File: src/rtl/stage_seq_pkg.sv
// Shared definitions for the stage sequencer that drives the FP16 pipe-stage
// datapath: sizing constants, the FSM state type and the packed boundary
// table type.
package stage_seq_pkg;

    localparam int PARA         = 8;                  // step counter / boundary width
    localparam int NUM_STAGES   = 8;                  // boundary-delimited stages per run
    localparam int STAGE_W      = 5;                  // width of the stage index output
    localparam int FINISH_STAGE = NUM_STAGES;         // stage index once a run completes
    localparam int IDX_W        = $clog2(NUM_STAGES); // bits needed to address a boundary

    typedef enum logic {
        IDLE = 1'b0,
        RUN  = 1'b1
    } state_e;

    // Entry k holds the absolute last step of stage k.
    typedef logic [NUM_STAGES-1:0][PARA-1:0] bound_t;

endpackage

File: src/rtl/stage_sequencer_bound_check.sv
// bound_check: combinational check that a boundary table is strictly
// increasing from entry 0 to entry NUM_STAGES-1.
//   i_bound : boundary table to test
//   o_ok    : 1 when every entry is greater than the one before it
module bound_check
    import stage_seq_pkg::*;
(
    input  bound_t i_bound,
    output logic   o_ok
);

    always_comb begin
        o_ok = 1'b1;
        for (int k = 1; k < NUM_STAGES; k++) begin
            if (i_bound[k] <= i_bound[k-1]) begin
                o_ok = 1'b0;
            end
        end
    end

endmodule

File: src/rtl/stage_sequencer.sv
// stage_sequencer: produces the stage index, step count, mode flag and
// reduction-clear pulse for the FP16 pipe-stage datapath. A run is launched
// with start, walks through NUM_STAGES stages whose last steps come from a
// boundary table latched at launch, can be stalled with en and cancelled with
// abort, and ends with a one-cycle done pulse.
//
// Ports:
//   clk, rst    : clock, asynchronous active-high reset
//   start       : launch a run (only looked at while idle)
//   abort       : cancel a run in progress
//   en          : advance enable; low freezes step and stage
//   bound_i     : packed boundary table, slice k = last step of stage k
//   clr_mask_i  : bit k requests a reduction clear when stage k ends
//   stage, step : current stage index and absolute step within the run
//   mode        : high while busy in stage 0 or 1
//   red_clr     : one-cycle reduction-tree clear
//   busy, done  : run in progress / one-cycle completion pulse
//   finished    : stage has reached NUM_STAGES
//   cfg_err     : one-cycle pulse when a start is rejected
module stage_sequencer
    import stage_seq_pkg::*;
(
    input  logic                       clk,
    input  logic                       rst,
    input  logic                       start,
    input  logic                       abort,
    input  logic                       en,
    input  logic [NUM_STAGES*PARA-1:0] bound_i,
    input  logic [NUM_STAGES-1:0]      clr_mask_i,
    output logic [STAGE_W-1:0]         stage,
    output logic [PARA-1:0]            step,
    output logic                       mode,
    output logic                       red_clr,
    output logic                       busy,
    output logic                       done,
    output logic                       finished,
    output logic                       cfg_err
);

    state_e                  r_state,   w_state_nx;
    logic [STAGE_W-1:0]      r_stage,   w_stage_nx;
    logic [PARA-1:0]         r_step,    w_step_nx;
    logic                    r_mode,    w_mode_nx;
    logic                    r_red_clr, w_red_clr_nx;
    logic                    r_done,    w_done_nx;
    logic                    r_cfg_err, w_cfg_err_nx;
    bound_t                  r_bound,   w_bound_nx;
    logic [NUM_STAGES-1:0]   r_mask,    w_mask_nx;

    bound_t                  w_bound_in;
    logic                    w_cfg_ok;
    logic [IDX_W-1:0]        w_idx;
    logic                    w_at_bound;
    logic                    w_last_stage;

    assign w_bound_in = bound_i;

    bound_check u_bound_check (
        .i_bound (w_bound_in),
        .o_ok    (w_cfg_ok)
    );

    // While running, stage never exceeds NUM_STAGES-1, so the low bits index
    // the boundary table directly.
    assign w_idx        = r_stage[IDX_W-1:0];
    assign w_at_bound   = (r_step == r_bound[w_idx]);
    assign w_last_stage = (r_stage == STAGE_W'(NUM_STAGES - 1));

    always_ff @(posedge clk or posedge rst) begin
        if (rst) begin
            r_state   <= IDLE;
            r_stage   <= '0;
            r_step    <= '0;
            r_mode    <= 1'b0;
            r_red_clr <= 1'b0;
            r_done    <= 1'b0;
            r_cfg_err <= 1'b0;
            r_bound   <= '0;
            r_mask    <= '0;
        end else begin
            r_state   <= w_state_nx;
            r_stage   <= w_stage_nx;
            r_step    <= w_step_nx;
            r_mode    <= w_mode_nx;
            r_red_clr <= w_red_clr_nx;
            r_done    <= w_done_nx;
            r_cfg_err <= w_cfg_err_nx;
            r_bound   <= w_bound_nx;
            r_mask    <= w_mask_nx;
        end
    end

    always_comb begin
        w_state_nx   = r_state;
        w_stage_nx   = r_stage;
        w_step_nx    = r_step;
        w_red_clr_nx = 1'b0;
        w_done_nx    = 1'b0;
        w_cfg_err_nx = 1'b0;
        w_bound_nx   = r_bound;
        w_mask_nx    = r_mask;

        case (r_state)
            IDLE: begin
                // abort is meaningless here, so start is handled even if both are high.
                if (start) begin
                    if (w_cfg_ok) begin
                        w_bound_nx = w_bound_in;
                        w_mask_nx  = clr_mask_i;
                        w_stage_nx = '0;
                        w_step_nx  = '0;
                        w_state_nx = RUN;
                    end else begin
                        w_cfg_err_nx = 1'b1;
                    end
                end
            end
            RUN: begin
                if (abort) begin
                    w_stage_nx = '0;
                    w_step_nx  = '0;
                    w_state_nx = IDLE;
                end else if (en) begin
                    w_step_nx = r_step + 1'b1;
                    if (w_at_bound) begin
                        w_stage_nx   = r_stage + 1'b1;
                        w_red_clr_nx = r_mask[w_idx];
                        if (w_last_stage) begin
                            w_state_nx = IDLE;
                            w_done_nx  = 1'b1;
                        end
                    end
                end
            end
            default: begin
                w_state_nx = IDLE;
            end
        endcase

        // Registered alongside stage so mode and stage change on the same edge.
        w_mode_nx = (w_state_nx == RUN) && (w_stage_nx < STAGE_W'(2));
    end

    assign stage    = r_stage;
    assign step     = r_step;
    assign mode     = r_mode;
    assign red_clr  = r_red_clr;
    assign busy     = (r_state == RUN);
    assign done     = r_done;
    assign finished = (r_stage == STAGE_W'(FINISH_STAGE));
    assign cfg_err  = r_cfg_err;

endmodule

File: config.mk
export PLATFORM = sky130hd
export DESIGN_NAME = stage_sequencer
export DESIGN_NICKNAME = d
export VERILOG_FILES = /design/src/rtl/stage_seq_pkg.sv /design/src/rtl/stage_sequencer_bound_check.sv /design/src/rtl/stage_sequencer.sv
export SDC_FILE = /design/constraint.sdc
export NUM_CORES = 1
export LEC_CHECK = 0
export CORE_MARGIN = 8
export CORE_UTILIZATION = 40
export DETAILED_ROUTE_END_ITERATION = 12
export DONT_BUFFER_PORTS = 1
export HOLD_SLACK_MARGIN = 0.15
export PLACE_DENSITY_LB_ADDON = 0.05
export SLEW_MARGIN = 20
export SYNTH_ARGS = -nofsm -noshare
export SYNTH_HDL_FRONTEND = slang
export SYNTH_SLANG_ARGS = --single-unit
File: constraint.sdc
create_clock -name clk -period 3.35 [get_ports clk]
set_input_delay 0.67 -clock clk [delete_from_list [all_inputs] [get_ports clk]]
set_output_delay 0.67 -clock clk [all_outputs]
set_load 0.05 [all_outputs]
==> results.toml, run 1 <==
[run_status]
status = "finished clean"

[floorplan]
num_rows = 43
io-pin-count = 96
die_y_um = 133
fp.dieArea_um2 = 17800
initial_core_util_pct = 40.3
fp.coreArea_um2 = 13700
die_w_um = 133

[timing]
slew_violations = 0
whs_ns = 0.337
fin_crit_ns = 3.04
setup_viol = 0
fmax_mhz = 329
setup-tns-final_ns = 0
clock_skew_ns = 0.00946
fin_crit_sh_pct = 90.8
slew_headroom_pct = 44.9
hold_viol = 0
fin_ws_ns = 0.307
rsz0062_at_grt = "false"
worst_slew_pin_slew_ns = 0.826

[setup_path]
cp_num_buf_inv = 1
crit_fanout = 15
critPathSlowestCell = "dfrtp_1"
crit_path_max_incr_delay_ns = 0.81
crit_path_cell_trace = "mux4_2 > mux2i_1 > xor2_1 > o221ai_2 > nor4_4 > buf_4 > nand4_1 > o31ai_1 > nor4b_2"
critical_path_arrival_ns = 3.27
crit_type = "register to register"
end_kind = "register"
cp-start-kind = "register"
critPathRequiredTime_ns = 3.58
critPathTopFamily = "flip-flops"

[clock_network]
cts_tree = "built"
cts_buffer_depth = 2
post_cts_resized = 0
numCtsBuffers = 9
ctsHoldBuffers = 0
clk_latency_ns = 0.35
root_buffer = "clkbuf_16"
post-cts-setup-buffers = 0
cts_htree_levels = 3
clock-sinks = 90
path_clk_slew_ns = 0.07

[power_and_ir_drop]
p_int_mw = 1.87
p_leak_nw = 2.92
p_per_area_nw_per_um2 = 423
power_frac_comb_pct = 12.9
pwr-share-clk_pct = 39.5
swShare_pct = 27.8
p_sw_uw = 718
p_seq_share_pct = 47.6
power.total_mw = 2.58
peakVddDrop_uv = 255

[global_route]
met2_usage_pct = 27.3
grt_max_degree = 83
antenna_found_initial = 0
grt_pass1_vias = 4162
grt_pass1_wl_um = 23200
globalRouteMet3Util_pct = 7.42
top_usage_layer = "met2"
grtUsageTotal_pct = 17.0
overflow = 0
grt_util_met1_pct = 20.4

[layout]
final_util_pct = 44.8
final_nets = 712
antenna_cells = 0
final_cells = 761
drive_gt1_share_pct = 11.4
area_delta_synth_final_pct = 11.0
fin_area_um2 = 6120

[place]
dp.cells = 745
place_area_um2 = 5820
hpwl_um = 11900
gp_congestion = 0.802
pre_cts_ws_ns = 0.0319
portBuffers = 0

[synthesis]
yosys.cell_types.count = 45
synth_xor_area_share_pct = 1.59
synth_ff_type = "dfrtp_1"
synth-compound-area-share_pct = 13.0
ys_ff_latch = 90
synth_mux_area_share_pct = 11.2
synth_fa_ha_area_share_pct = 13.4
yosys.area_share.simple_pct = 13.6
synth_area_um2 = 5510
synth_top_family_by_area = "simple AND/OR/NAND/NOR gates"
syn_nets = 708
synthArstFlopShare_pct = 100
synth_edf_count = 0
synth-seq-area-share_pct = 40.9
yosysWarnings = 0
avgSynthCellArea_um2 = 9.64
yosys.area.top_type = "dfrtp_1"
synth_top_area_share_pct = 40.9
synth_area_leaders = "dfrtp_1 (41%), ha_1 (13%), o21ai_0 (5.6%)"
syn_inst = 572

[routing]
first_pass_iters = 5
ant_nets = 0
wl_per_cell_um = 19.4
vias = 4053
wl_um = 14800
via_per_inst = 5.33
initialDrtViolationCount = 192
drc = 0

[job]
max_cap_violations = 0

[min_path]
min_path_type = "primary input to asynchronous set/reset pin"
Yosys cell counts, drive strengths merged, types with 2 or more instances:
cell type / n
a211oi: 7
a21oi: 26
a22o: 2
a22oi: 6
and2: 2
and3: 5
buf: 8
clkbuf: 17
dfrtp: 90
ha: 59
inv: 62
mux2: 16
mux2i: 21
mux4: 10
nand2: 69
nand3: 13
nand4: 18
nor2: 24
nor2b: 9
nor3: 7
nor4: 2
o211ai: 9
o21ai: 64
o31ai: 2
or4: 2
xnor2: 6
xor2: 4
power groups by stage:
| stage | clock, mW | combinational, mW | sequential [mW] |
|---|---|---|---|
| floorplan | 0 | 0.232 | 1.25 |
| global placement | 0 | 0.326 | 1.25 |
| detailed placement | 0 | 0.338 | 1.25 |
| CTS | 1.05 | 0.340 | 1.23 |
| global route | 1.09 | 0.384 | 1.24 |
| finish | 1.02 | 0.333 | 1.23 |
layout make-up:
class                           instances  area, µm²
Timing Repair Buffer                   18        185
Fill cell                            1372       7550
Multi-Input combinational cell        395       2920
Sequential cell                        90       2250
Clock inverter                          6       66.3
Tap cell                              180        225
Inverter                               62        234
Clock buffer                           10        229
path summary, 6_finish.rpt:
| check | to | depth (start not counted) | from | slack (ns) |
|---|---|---|---|---|
| setup / recovery | mode$_DFF_PP0_ | 9 | stage[1]$_DFF_PP0_ | 0.31 |
| hold / removal | step[4]$_DFFE_PP0P_ | 1 | rst | 0.34 |
| setup reg to reg | mode$_DFF_PP0_ | 9 | stage[1]$_DFF_PP0_ | 0.31 |
| hold reg to reg | r_bound[35]$_DFFE_PP0P_ | 2 | r_bound[35]$_DFFE_PP0P_ | 0.47 |
| max in group asynchronous | r_bound[49]$_DFFE_PP0P_ | 2 | rst | 2.30 |
| min in group clk | step[0]$_DFFE_PP0P_ | 1 | abort | 0.41 |
sequential cells by signal, summed over array words and instances (netlist names):
signal and flops:
cfg_err 1, step 8, mode 1, red_clr 1, done 1, r_bound 64, busy 1, stage 5
r_mask 8
placed cells by master (no fill, tap or decap), types with 2 or more instances in the layout:
cell type and instances:
ha_1 59, and3_1 5, nand4_1 18, nor2b_1 9, clkbuf_16 9, o21ai_0 62
nand3_1 12, nand2_1 69, mux4_2 10, clkinv_2 3, dfrtp_1 89, xnor2_1 6
inv_6 2, buf_4 14, or4_1 2, xor2_1 4, buf_12 4, and2_1 2
mux2_2 16, nor2_1 24, o21ai_1 2, a22oi_1 6, inv_1 61, o211ai_1 9
nor3_1 7, a211oi_1 7, a21oi_1 26, o31ai_1 2, mux2i_1 21, a22o_1 2
cell families (layout without fill, tap and decap cells):
kind of cell | after synthesis | in the layout
AOI/OAI and AO/OA | 123 | 123
and+or+nand+nor | 156 | 156
muxes | 47 | 47
buffers and inverters | 87 | 96
DFF | 90 | 90
adders and majority gates | 59 | 59
xor gates and xnor gates | 10 | 10
per-layer routing:
layer	routed length, µm	part of all wire (%)
met1	6500	44
met2	7010	47
met3	1110	7.5
met4	158	1.1
met5	0	0
worst reg2reg max path, stage by stage, from the launching register on:
cell	delay, ns
dfrtp_1	0.81
mux4_2	0.42
mux2i_1	0.20
xor2_1	0.20
o221ai_2	0.14
nor4_4	0.42
buf_4	0.20
nand4_1	0.09
o31ai_1	0.33
nor4b_2	0.10
Note: power is estimated with default switching activity, not from simulation.
==> inputs of run 2 (changes only) <==
Settings changed: CTS_CLUSTER_DIAMETER set to 40.
==> results of run 2 <==
Final layout, timing and power as in run 1 (identical DEF).
